===== src/rtl/ccff_loader_pkg.sv =====
// Shared state encoding and CRC-8 constants for the configuration-chain loader.
package ccff_loader_pkg;
  typedef enum logic [2:0] {IDLE, LOAD, SHIFT, CHECK, FINISH} state_e;

  localparam logic [7:0] CRC8_POLY = 8'h07;
  localparam logic [7:0] CRC8_INIT = 8'h00;
endpackage


===== src/rtl/ccff_chain_loader_if.sv =====
// Stream, control and chain signals of the loader; master is the producer/bench side.
// tail_parity is present only when CCFF_LOADER_CRC_EN is defined.
interface ccff_chain_loader_if #(parameter int WORD_W = 8);
  logic              start;
  logic              abort;
  logic [WORD_W-1:0] cfg_data;
  logic              cfg_valid;
  logic              cfg_ready;
  logic              ccff_head;
  logic              config_enable;
  logic              ccff_tail;
  logic              busy;
  logic              done;
  logic              error;
`ifdef CCFF_LOADER_CRC_EN
  logic              tail_parity;

  modport master (output start, abort, cfg_data, cfg_valid, ccff_tail,
                  input  cfg_ready, ccff_head, config_enable, busy, done, error, tail_parity);
  modport slave  (input  start, abort, cfg_data, cfg_valid, ccff_tail,
                  output cfg_ready, ccff_head, config_enable, busy, done, error, tail_parity);
`else
  modport master (output start, abort, cfg_data, cfg_valid, ccff_tail,
                  input  cfg_ready, ccff_head, config_enable, busy, done, error);
  modport slave  (input  start, abort, cfg_data, cfg_valid, ccff_tail,
                  output cfg_ready, ccff_head, config_enable, busy, done, error);
`endif
endinterface


===== src/rtl/ccff_crc8.sv =====
// Serial CRC-8 (MSB-first register), one input bit per enabled cycle.
module ccff_crc8
  import ccff_loader_pkg::*;
(
  input  logic       prog_clk,
  input  logic       pReset,
  input  logic       clr,
  input  logic       en,
  input  logic       bit_in,
  output logic [7:0] crc
);
  logic [7:0] crc_q, crc_d;
  logic       fb;

  always_comb begin
    crc_d = crc_q;
    fb    = crc_q[7] ^ bit_in;
    if (clr)     crc_d = CRC8_INIT;
    else if (en) crc_d = {crc_q[6:0], 1'b0} ^ (fb ? CRC8_POLY : 8'h00);
  end

  always_ff @(posedge prog_clk or posedge pReset) begin
    if (pReset) crc_q <= CRC8_INIT;
    else        crc_q <= crc_d;
  end

  assign crc = crc_q;
endmodule


===== src/rtl/ccff_chain_loader.sv =====
// Serialises a word stream LSB-first onto one ccff_head/ccff_tail chain segment.
// CCFF_LOADER_CRC_EN adds a CRC-8 over shifted bits, checked against a trailer word.
module ccff_chain_loader
  import ccff_loader_pkg::*;
#(
  parameter int WORD_W    = 8,
  parameter int CHAIN_LEN = 4,
  parameter int CNT_W     = 16
) (
  input  logic              prog_clk,
  input  logic              pReset,
  ccff_chain_loader_if.slave bus
);
  localparam int BW = $clog2(WORD_W + 1);

  state_e            state_q, state_d;
  logic [WORD_W-1:0] shreg_q, shreg_d;
  logic [BW-1:0]     bits_q, bits_d;
  logic [CNT_W-1:0]  rem_q, rem_d;
  logic              err_q, err_d;

`ifdef CCFF_LOADER_CRC_EN
  logic [7:0] crc;
  logic       tail_parity_q;

  ccff_crc8 u_crc (
    .prog_clk (prog_clk),
    .pReset   (pReset),
    .clr      ((state_q == IDLE) && bus.start),
    .en       (state_q == SHIFT),
    .bit_in   (shreg_q[0]),
    .crc      (crc)
  );

  always_ff @(posedge prog_clk or posedge pReset) begin
    if (pReset)                              tail_parity_q <= 1'b0;
    else if ((state_q == IDLE) && bus.start) tail_parity_q <= 1'b0;
    else if (state_q == SHIFT)               tail_parity_q <= tail_parity_q ^ bus.ccff_tail;
  end

  assign bus.tail_parity = tail_parity_q;
  assign bus.cfg_ready   = (state_q == LOAD) || (state_q == CHECK);
`else
  logic unused_tail;
  assign unused_tail   = bus.ccff_tail;
  assign bus.cfg_ready = (state_q == LOAD);
`endif

  assign bus.ccff_head     = shreg_q[0];
  assign bus.config_enable = (state_q == SHIFT);
  assign bus.busy          = (state_q != IDLE);
  assign bus.done          = (state_q == FINISH);
  assign bus.error         = err_q;

  always_comb begin
    state_d = state_q;
    shreg_d = shreg_q;
    bits_d  = bits_q;
    rem_d   = rem_q;
    err_d   = err_q;
    case (state_q)
      IDLE: if (bus.start) begin
        state_d = LOAD;
        rem_d   = CNT_W'(CHAIN_LEN);
        err_d   = 1'b0;
      end
      LOAD: if (bus.abort) begin
        state_d = FINISH;
        err_d   = 1'b1;
      end else if (bus.cfg_valid) begin
        shreg_d = bus.cfg_data;
        bits_d  = (rem_q >= CNT_W'(WORD_W)) ? BW'(WORD_W) : BW'(rem_q);
        state_d = SHIFT;
      end
      SHIFT: begin
        shreg_d = shreg_q >> 1;
        bits_d  = bits_q - BW'(1);
        rem_d   = rem_q - CNT_W'(1);
        if (bits_q == BW'(1)) begin
          // word exhausted: flush leftover upper bits so they never reach ccff_head
          shreg_d = '0;
          if (rem_q == CNT_W'(1)) begin
`ifdef CCFF_LOADER_CRC_EN
            state_d = CHECK;
`else
            state_d = FINISH;
`endif
          end else begin
            state_d = LOAD;
          end
        end
        if (bus.abort) begin
          state_d = FINISH;
          err_d   = 1'b1;
          shreg_d = '0;
        end
      end
`ifdef CCFF_LOADER_CRC_EN
      CHECK: if (bus.abort) begin
        state_d = FINISH;
        err_d   = 1'b1;
      end else if (bus.cfg_valid) begin
        if (bus.cfg_data[7:0] != crc) err_d = 1'b1;
        state_d = FINISH;
      end
`endif
      FINISH:  state_d = IDLE;
      default: state_d = IDLE;
    endcase
  end

  always_ff @(posedge prog_clk or posedge pReset) begin
    if (pReset) begin
      state_q <= IDLE;
      shreg_q <= '0;
      bits_q  <= '0;
      rem_q   <= '0;
      err_q   <= 1'b0;
    end else begin
      state_q <= state_d;
      shreg_q <= shreg_d;
      bits_q  <= bits_d;
      rem_q   <= rem_d;
      err_q   <= err_d;
    end
  end
endmodule


===== src/flat_wrapper.sv =====
// flat-port wrapper written by rule: the top's interface ports become plain ports
module ccff_chain_loader_flat import ccff_loader_pkg::*;
#(
  parameter int WORD_W    = 8,
  parameter int CHAIN_LEN = 4,
  parameter int CNT_W     = 16
)
  (prog_clk, pReset, bus_start, bus_abort, bus_cfg_data, bus_cfg_valid, bus_ccff_tail, bus_cfg_ready, bus_ccff_head, bus_config_enable, bus_busy, bus_done, bus_error);
  ccff_chain_loader_if #(.WORD_W(WORD_W)) bus_i ();
  input  logic prog_clk;
  input  logic pReset;
  input wire logic [$bits(bus_i.start)-1:0] bus_start;
  input wire logic [$bits(bus_i.abort)-1:0] bus_abort;
  input wire logic [$bits(bus_i.cfg_data)-1:0] bus_cfg_data;
  input wire logic [$bits(bus_i.cfg_valid)-1:0] bus_cfg_valid;
  input wire logic [$bits(bus_i.ccff_tail)-1:0] bus_ccff_tail;
  output wire logic [$bits(bus_i.cfg_ready)-1:0] bus_cfg_ready;
  output wire logic [$bits(bus_i.ccff_head)-1:0] bus_ccff_head;
  output wire logic [$bits(bus_i.config_enable)-1:0] bus_config_enable;
  output wire logic [$bits(bus_i.busy)-1:0] bus_busy;
  output wire logic [$bits(bus_i.done)-1:0] bus_done;
  output wire logic [$bits(bus_i.error)-1:0] bus_error;
  assign bus_i.start = bus_start;
  assign bus_i.abort = bus_abort;
  assign bus_i.cfg_data = bus_cfg_data;
  assign bus_i.cfg_valid = bus_cfg_valid;
  assign bus_i.ccff_tail = bus_ccff_tail;
  assign bus_cfg_ready = bus_i.cfg_ready;
  assign bus_ccff_head = bus_i.ccff_head;
  assign bus_config_enable = bus_i.config_enable;
  assign bus_busy = bus_i.busy;
  assign bus_done = bus_i.done;
  assign bus_error = bus_i.error;
  ccff_chain_loader #(.WORD_W(WORD_W), .CHAIN_LEN(CHAIN_LEN), .CNT_W(CNT_W)) u_core (.prog_clk(prog_clk), .pReset(pReset), .bus(bus_i));
endmodule

===== config.mk =====
export PLATFORM = sky130hd
export DESIGN_NAME = ccff_chain_loader_flat
export DESIGN_NICKNAME = d
export VERILOG_FILES = /design/src/rtl/ccff_loader_pkg.sv /design/src/rtl/ccff_chain_loader_if.sv /design/src/rtl/ccff_crc8.sv /design/src/rtl/ccff_chain_loader.sv /design/src/flat_wrapper.sv
export SDC_FILE = /design/constraint.sdc
export NUM_CORES = 1
export LEC_CHECK = 0
export ABC_AREA = 0
export BUFFER_PORTS_ARGS = -buffer_cell sky130_fd_sc_hd__buf_4
export CAP_MARGIN = 15
export CELL_PAD_IN_SITES_DETAIL_PLACEMENT = 0
export CELL_PAD_IN_SITES_GLOBAL_PLACEMENT = 2
export CORE_AREA = 2 2 73 75
export CTS_BUF_LIST = sky130_fd_sc_hd__clkbuf_8
export CTS_CLUSTER_SIZE = 30
export DETAILED_ROUTE_END_ITERATION = 10
export DIE_AREA = 0 0 75 77
export GPL_TIMING_DRIVEN = 0
export PLACE_DENSITY_LB_ADDON = 0.1
export SYNTH_ARGS = -nofsm -noshare
export SYNTH_HDL_FRONTEND = slang
export SYNTH_SLANG_ARGS = --single-unit

===== constraint.sdc =====
create_clock -name prog_clk -period 1.6 [get_ports prog_clk]
set_input_delay 0.32 -clock prog_clk [delete_from_list [all_inputs] [get_ports prog_clk]]
set_output_delay 0.32 -clock prog_clk [all_outputs]
set_load 0.01 [all_outputs]

* After elaboration in Yosys (flattened, before gate mapping)
Cells that the tools add are included.
** Word-level totals
- Register bits :: 32
- Bits of input ports :: 14
- Output and inout port bits :: 6
- Word-level logic and storage cells :: 50
** Cells by class
- Add/sub/neg operators :: 2
- Magnitude comparators :: 1
- Equal/unequal tests :: 11
- Multiplexer cells :: 21
- Reductions and logical operators :: 10
** Operators by type and width (count)
- one-hot mux 16 bit (2 select lines) :: 1
- 2-to-1 mux 3 bit :: 6
- equality test 16 x 1 -> 1 bit (second input constant) :: 1
- >= comparator 16 x 4 -> 1 bit (second input constant) :: 1
- 2-to-1 mux 16 bit :: 1
- 2-to-1 mux 8 bit :: 2
- one-hot mux 8 bit (2 select lines) :: 1
- subtractor 16 x 1 -> 16 bit (second input constant) :: 1
- 2-to-1 mux 7 bit :: 2
- 2-to-1 mux 4 bit :: 3
- one-hot mux 3 bit (3 select lines) :: 1
- AND reduction 3 bit :: 3
- one-hot mux 4 bit (2 select lines) :: 1
- != test 2 bit (second input constant) :: 3
- nonzero test 2 bit :: 3
- equality test 4 x 1 -> 1 bit (second input constant) :: 1
- subtractor 4 x 1 -> 4 bit (second input constant) :: 1
- equality test 3 x 1 -> 1 bit (second input constant) :: 1
- equality test 3 x 2 -> 1 bit (second input constant) :: 1
- equality test 3 bit (second input constant) :: 1
- zero test 3 bit :: 1
- != test 3 x 2 -> 1 bit (second input constant) :: 1
- != test 3 bit (second input constant) :: 1
- nonzero test 3 bit :: 1
- 5 further kinds :: 6

* Logic depth before layout (Yosys ltp)
Gate-level depths: netlist (run 1).
- Word-level depth :: 5
- Depth in mapped cells :: 7
- Gate-level depth less buffers :: 5

* Worst setup path before layout (run 1)
OpenSTA, ideal clock, no wires.
- Path kind :: register -> register
- Start point :: register u_core.state_q[0]
- End point :: register u_core.rem_q[7]
- Library setup time :: 0.124 ns
- Data arrival time :: 1.571 ns
- Data required time :: 1.476 ns
- Setup slack :: -0.095 ns
- Stages on the path, launching flop included :: 7
- Buffers on the path :: 1
- Period minus slack after synthesis :: 1.695 ns
- Cells stage by stage :: dfrtp_1 or3b_1 buf_6 clkinv_4 nand3_4 or4_4 mux2i_1
** Between the ends
- Word-level cells in the longest chain between the ends :: 3
- Elaborated cells between the ends (all ways) :: 6
- Classes of those cells :: eq/ne: 2; mux: 1; reduce/logical: 3
** RTL lines
- start, declared :: RTL line ccff_chain_loader.sv:16 : state_e state_q, state_d;
- start signal, assigned :: RTL line ccff_chain_loader.sv:120 : state_q <= state_d;
- equality test 3 x 2 -> 1 bit / zero test 3 bit (equally long branches) :: RTL line ccff_chain_loader.sv:61 : case (state_q)
- nonzero test 2 bit (no source line) / != test 2 bit (equally long branches)
- AND reduction 2 bit (no source line)
- end signal, assigned :: RTL line ccff_chain_loader.sv:123 : rem_q <= rem_d;
- end, declared :: RTL line ccff_chain_loader.sv:19 : logic [CNT_W-1:0] rem_q, rem_d;
Parallel ways exist; a longest one is shown, timed or not.
A chain may end at the register's enable or synchronous reset.

* Worst setup path after layout (run 1)
- Start point :: register u_core.state_q[0]
- End point :: output bus_config_enable
** Between the ends
- Word-level cells in the longest chain between the ends :: 1
** RTL lines
- equality test 3 x 2 -> 1 bit :: RTL line ccff_chain_loader.sv:50 : assign bus.config_enable = (state_q == SHIFT);
- end, declared :: RTL line flat_wrapper.sv:19 : output wire logic [$bits(bus_i.config_enable)-1:0] bus_config_enable;
No other way between the ends.

==> results of run 1 <==
[how the worst max path moves through the flow]
| stage | from | endpoint | slack [ps] | cells past startpoint |
|---|---|---|---|---|
| after global routing | u_core.rem_q[4] | u_core.rem_q[13] | -190 | 5 |
| after global placement | u_core.state_q[1] | u_core.bits_q[1] | -570 | 6 |
| after detailed placement | u_core.state_q[1] | u_core.bits_q[0] | -630 | 6 |
| after CTS | u_core.state_q[0] | u_core.rem_q[14] | -140 | 6 |
| after floorplan | u_core.state_q[2] | u_core.rem_q[7] | -90 | 6 |
| final | u_core.state_q[0] | bus_config_enable | -130 | 4 |
[registers in the layout (all words and copies together) (netlist names)]
name and cells:
u_core.rem_q 16, u_core.shreg_q 8, u_core.bits_q 4, u_core.state_q 3
u_core.bus.error 1
[repair_timing]
action,4_1_cts,5_1_grt
gates resized for setup,36,17
pin swaps,9,10
hold buffers,0,0
setup endpoints to repair,32,29
buffers inserted,21,2
[logic make-up (layout without fill, tap and decap cells)]
| kind of cell | Yosys count | after routing |
|---|---|---|
| adders and majority gates | 4 | 4 |
| AOI/OAI and AO/OA | 43 | 43 |
| muxes | 6 | 6 |
| DFF | 32 | 32 |
| buffers and inverters | 14 | 62 |
| and+or+nand+nor | 66 | 66 |
[cells in the mapped netlist]
cell | instances | area, sq um
dfrtp_1 | 32 | 801
nand2_1 | 22 | 82.6
o21ai_0 | 13 | 65.1
a32oi_1 | 9 | 78.8
inv_1 | 8 | 30.0
nand3_1 | 8 | 40.0
nor2_1 | 7 | 26.3
mux2i_1 | 6 | 60.1
a21oi_1 | 5 | 25.0
ha_1 | 4 | 50.1
nand4_1 | 4 | 25.0
nor3b_1 | 4 | 30.0
clkbuf_1 | 3 | 11.3
nand2b_1 | 3 | 18.8
a22oi_1 | 2 | 15.0
a31oi_1 | 2 | 12.5
and2_1 | 2 | 12.5
nor2b_1 | 2 | 12.5
nor3_1 | 2 | 10.0
nor4_1 | 2 | 12.5
nor4_2 | 2 | 25.0
o211ai_1 | 2 | 15.0
o311ai_0 | 2 | 17.5
o31ai_1 | 2 | 15.0
o41ai_1 | 2 | 17.5
a211oi_1 | 1 | 7.51
a21boi_0 | 1 | 7.51
buf_2 | 1 | 5.00
buf_6 | 1 | 11.3
clkinv_4 | 1 | 8.76
nand3_4 | 1 | 17.5
nand4_4 | 1 | 21.3
nor3b_2 | 1 | 12.5
nor4b_1 | 1 | 8.76
nor4b_4 | 1 | 23.8
o221a_2 | 1 | 11.3
o31a_1 | 1 | 8.76
or2_2 | 1 | 6.26
or3b_1 | 1 | 8.76
or4_4 | 1 | 11.3
[per-layer routing]
layer  vias to the layer above  part of all wire (%)  GRT usage, %
met5                         -                     0             0
li1                        712                     -             -
met1                       707                    46          22.1
met4                         0                  0.93          5.18
met3                         5                   2.7          3.55
met2                        20                    50          24.8
[area by class of cell]
cell class | count | area (sq um)
fillers | 491 | 2530
multi-input cells | 119 | 973
flip-flops and latches | 32 | 803
repair buffers | 41 | 374
clock buffers | 7 | 96.3
well taps | 70 | 87.6
inverters | 9 | 46.3
plain buffers | 4 | 38.8
clock inverters | 1 | 30.0
[through the flow]
step | hold WS (ps) | cell area, sq um | total power [mW]
floorplan | 436 | 1710 | 2.22
detailed placement | 471 | 1960 | 2.66
finish | 167 | 2450 | 4.07
CTS | 189 | 2370 | 3.98
global placement | 461 | 1930 | 2.61
global route | 219 | 2450 | 4.37
[critical path: stages, from the launching register on]
cell	delay, ps
dfrtp_1	380
or3b_4	460
clkinv_8	90
buf_8	100
buf_6	90
[power groups by stage]
stage	sequential (mW)	clock (mW)	combinational, mW
after floorplan	1.28	0	0.942
after global placement	1.32	0	1.29
after detailed placement	1.33	0	1.33
after CTS	1.31	0.878	1.79
after global routing	1.37	0.921	2.08
final	1.33	0.854	1.88
==> results.cfg, run 1 <==
[status]
outcome = finished, violations left
violations = setup timing

[worst_setup_path]
rrSetupSlack_ps = -120
cp-end-kind = output pin
start_kind = register
crit_fanout = 7
path_class = reg2out
r2r_start = u_core.state_q[0]
regToRegEndpoint = u_core.rem_q[14]
reg2reg_depth = 6
critical_path_required_ps = 1280
cp.arrival_ps = 1410

[finish]
nets = 230
area_delta_synth_final_pct = 45.9
final_common_cell = buf_4
num_antenna_cells = 0
final_cell_count_no_fill = 283
drive_gt1_share_pct = 38.0
postLayoutCoreUtil_pct = 49.2
most-common-layout-cells = 31 x buf_4, 30 x dfrtp_1, 21 x nand2_1

[yosys]
synthesis.nets = 183
syn_avg_cell_area_sq_um = 10.2
seq_area_frac_synth_pct = 47.7
yosysWarnings = 0
ys_ff_latch = 32
synth_compound_area_share_pct = 17.7
synthCells = 165
synth_xor_area_share_pct = 0
synth-adder-area-share_pct = 2.98
muxShareOfSynthArea_pct = 3.58
synth-simple-area-share_pct = 24.1
mappedNetlistArea_sq_um = 1680
ys_types = 40
synth_top_family_by_area = simple AND/OR/NAND/NOR gates

[sta]
max_freq_mhz = 579
fin_skew_ps = 8.47
grt_setup_unrepaired = true
slew_viol_final = 0
worst_slack_ps = -127
setup_viol = 13
final_hold_viol_count = 0
post-route-period-util_pct = 108
relSlewSlack_pct = 49.6
max_slew.worst_pin.slew_ps = 756
finalSetupTns_ps = -688
min_period_ps = 1730

[clocking]
cts_tree = yes
clk_latency_ps = 290
path_clk_slew_ps = 70
root_buffer = clkbuf_8
cts_max_level = 2
cts.sinks = 32
cts_made_buffers = 5
cts_max_path_buffers = 2

[power_and_ir_drop]
swShare_pct = 37.2
max-vdd-ir-drop_v = 0.000617
p_seq_share_pct = 32.7
clockPowerShare_pct = 21.0
p_leak_nw = 1.11
comb_power_share_pct = 46.3
p_per_area_nw_per_um2 = 1660
p_int_mw = 2.56
p_switching_mw = 1.52

[run]
drv_cap = 0

[drt]
drt_pass1_iterations = 4
vias = 1444
viasPerCell = 5.10
wl_per_cell_microns = 15.2
routed_wl_microns = 4290
antenna_left = 0
drtIter0Drc = 64
drc_errors = 0

[place]
hpwl_microns = 2820
dp_cells = 254
port_buffers = 18
dp_slack_ps = -629
routabilityCongestion = 0.731

[floorplanning]
die_x_microns = 75
pin_count = 20
design.core.area_sq_um = 4980
die_h_microns = 77
die_area_sq_um = 5780
rows = 26
start_util_pct = 33.7

[global_routing]
grt_usage_pct = 16.1
grt_max_degree = 18
grt_pass1_vias = 1446
antenna_found_initial = 0
grt_pass1_wl_microns = 7030
overflow = 0

[min_path]
hold_path_class = in2async
(Power assumes the default switching activity.)
==> run 2: changes to the inputs <==
Settings changed: SETUP_SLACK_MARGIN from default to 0.4.
==> run 2 against run 1 <==
The run still ends with setup timing left; largest cell class unchanged; clock power is 21% lower; global-route usage is 1.4 points higher; hold slack worse by 23 ps; highest routed layer unchanged; first-iteration DRC count is 91% higher; sequential share of layout area is 2.5 points lower; combinational power is 18% higher; flip-flop and latch count stayed put.
==> results.cfg, run 2 (same netlist as run 1, synthesis figures left out) <==
[floorplanning]
start_util_pct = 33.7
design.core.area_sq_um = 4980
die_x_microns = 75
die_area_sq_um = 5780
pin_count = 20
rows = 26
die_h_microns = 77

[power_and_ir_drop]
p_leak_nw = 1.19
swShare_pct = 39.2
p_per_area_nw_per_um2 = 1600
p_switching_mw = 1.67
power_mw = 4.26
p_int_mw = 2.59
comb_power_share_pct = 52.0
clockPowerShare_pct = 15.9
max-vdd-ir-drop_v = 0.000608
p_seq_share_pct = 32.1

[min_path]
hold_path_class = in2async

[status]
violations = setup timing
outcome = finished, violations left

[sta]
relSlewSlack_pct = 54.6
grt_setup_unrepaired = true
max_freq_mhz = 565
fin_skew_ps = 2.64
final_hold_viol_count = 0
setup_viol = 26
worst_slack_ps = -171
max_slew.worst_pin.slew_ps = 680
slew_viol_final = 0
post-route-period-util_pct = 111
min_period_ps = 1770

[worst_setup_path]
cp-end-kind = output pin
regToRegEndpoint = u_core.bits_q[2]
critical_path_required_ps = 1280
cp.arrival_ps = 1450
r2r_start = u_core.state_q[2]
crit_family = simple AND/OR/NAND/NOR gates
path_depth = 5
worst-path-buf-inv = 4
path_class = reg2out
startpoint = u_core.state_q[2]
path_cells = or3b_4 > buf_6 > clkinv_8 > buf_8 > buf_6
start_kind = register
reg2reg_depth = 9
max_stage_delay_ps = 400
crit_fanout = 7
rrSetupSlack_ps = -150
crit_path_frequent_cell = buf_6
slowest_stage = or3b_4

[drt]
antenna_left = 0
vias = 1510
drt_pass1_iterations = 4
drtIter0Drc = 122
drc_errors = 0
wl_per_cell_microns = 15.6
routed_wl_microns = 4560
viasPerCell = 5.15

[run]
drv_cap = 0

[clocking]
clk_latency_ps = 280
root_buffer = clkbuf_8
cts.sinks = 32
path_clk_slew_ps = 60
cts_tree = yes
cts_made_buffers = 5
cts_max_path_buffers = 2
cts_max_level = 2

[finish]
nets = 241
seqCellArea_sq_um = 807
postLayoutCoreUtil_pct = 53.5
num_antenna_cells = 0
largest_register_ffs = 16
final_common_cell = buf_4
nFillCells = 442
multi_input_area_sq_um = 1080
drive_gt1_share_pct = 49.8
most-common-layout-cells = 32 x buf_4, 27 x dfrtp_1, 19 x nand2_1
top_regs = u_core.rem_q (16), u_core.shreg_q (8), u_core.bits_q (4)
largest_register = u_core.rem_q
area_delta_synth_final_pct = 58.7

[place]
port_buffers = 18
hpwl_microns = 2880
routabilityCongestion = 0.749

[global_routing]
overflow = 0
grt_usage_pct = 17.5
grt_pass1_vias = 1509
grt_pass1_wl_microns = 7600
grt_max_degree = 19
antenna_found_initial = 0
[run 2: changes by cell type in the layout (fill, tap and decap cells not counted), sizes merged]
cell / change
bufinv: -1
buf: +10
clkbuf: +1
[run 2: worst register-to-register path, delay by kind of cell (launching register included)]
family	cells	cell delay [ps]
DFF	1	390
and+or+nand+nor	1	400
buffers and inverters	5	490
AOI/OAI and AO/OA	3	350
[run 2: repair_timing]
item	CTS	global route
pin swaps	18	12
setup buffers	23	8
resized for setup	63	25
setup endpoints to repair	36	36
gates cloned	1	0
hold buffers	0	0
[run 2: stage by stage]
step,hold slack (ps),setup WS [ps],cells,setup TNS [ps],cell area [sq um]
4_1_cts,155,-175,285,-1930,2500
3_3_place_gp,461,-559,253,-7520,1940
6_report,144,-171,293,-2190,2670
2_1_floorplan,436,-92.6,165,-709,1720
5_1_grt,192,-228,293,-4190,2670
3_5_place_dp,468,-569,254,-8490,1970
[run 2: final cells by class]
| type | count | area share, % |
|---|---|---|
| timing repair buffer | 51 | 18.1 |
| sequential | 32 | 30.3 |
| multi-input combinational | 119 | 40.6 |
| inverter | 9 | 1.74 |
| clock buffer | 7 | 3.62 |
| buffer | 5 | 2.35 |
| tap | 70 | 3.29 |
[run 2: worst max-delay path by stage]
stage	to	slack [ps]
3_5_place_dp	u_core.bits_q[0]	-570
5_1_grt	bus_config_enable	-230
4_1_cts	bus_config_enable	-170
6_report	bus_config_enable	-170
2_1_floorplan	u_core.rem_q[7]	-90
3_3_place_gp	u_core.bits_q[1]	-560
[run 2: layer usage]
layer	vias to the layer above	global-route usage [%]	part of all wire (%)
met2	32	27.7	51
met5	-	0	0
met1	734	23.7	45
met3	7	3.94	3.4
met4	0	5.00	1.3
li1	737	-	-
[run 2: power groups by stage]
stage	combinational (mW)	sequential, mW	clock (mW)
final	2.22	1.37	0.676
after global routing	2.40	1.42	0.744
after CTS	1.99	1.35	0.700
after detailed placement	1.33	1.33	0
after global placement	1.30	1.32	0
after floorplan	0.949	1.28	0
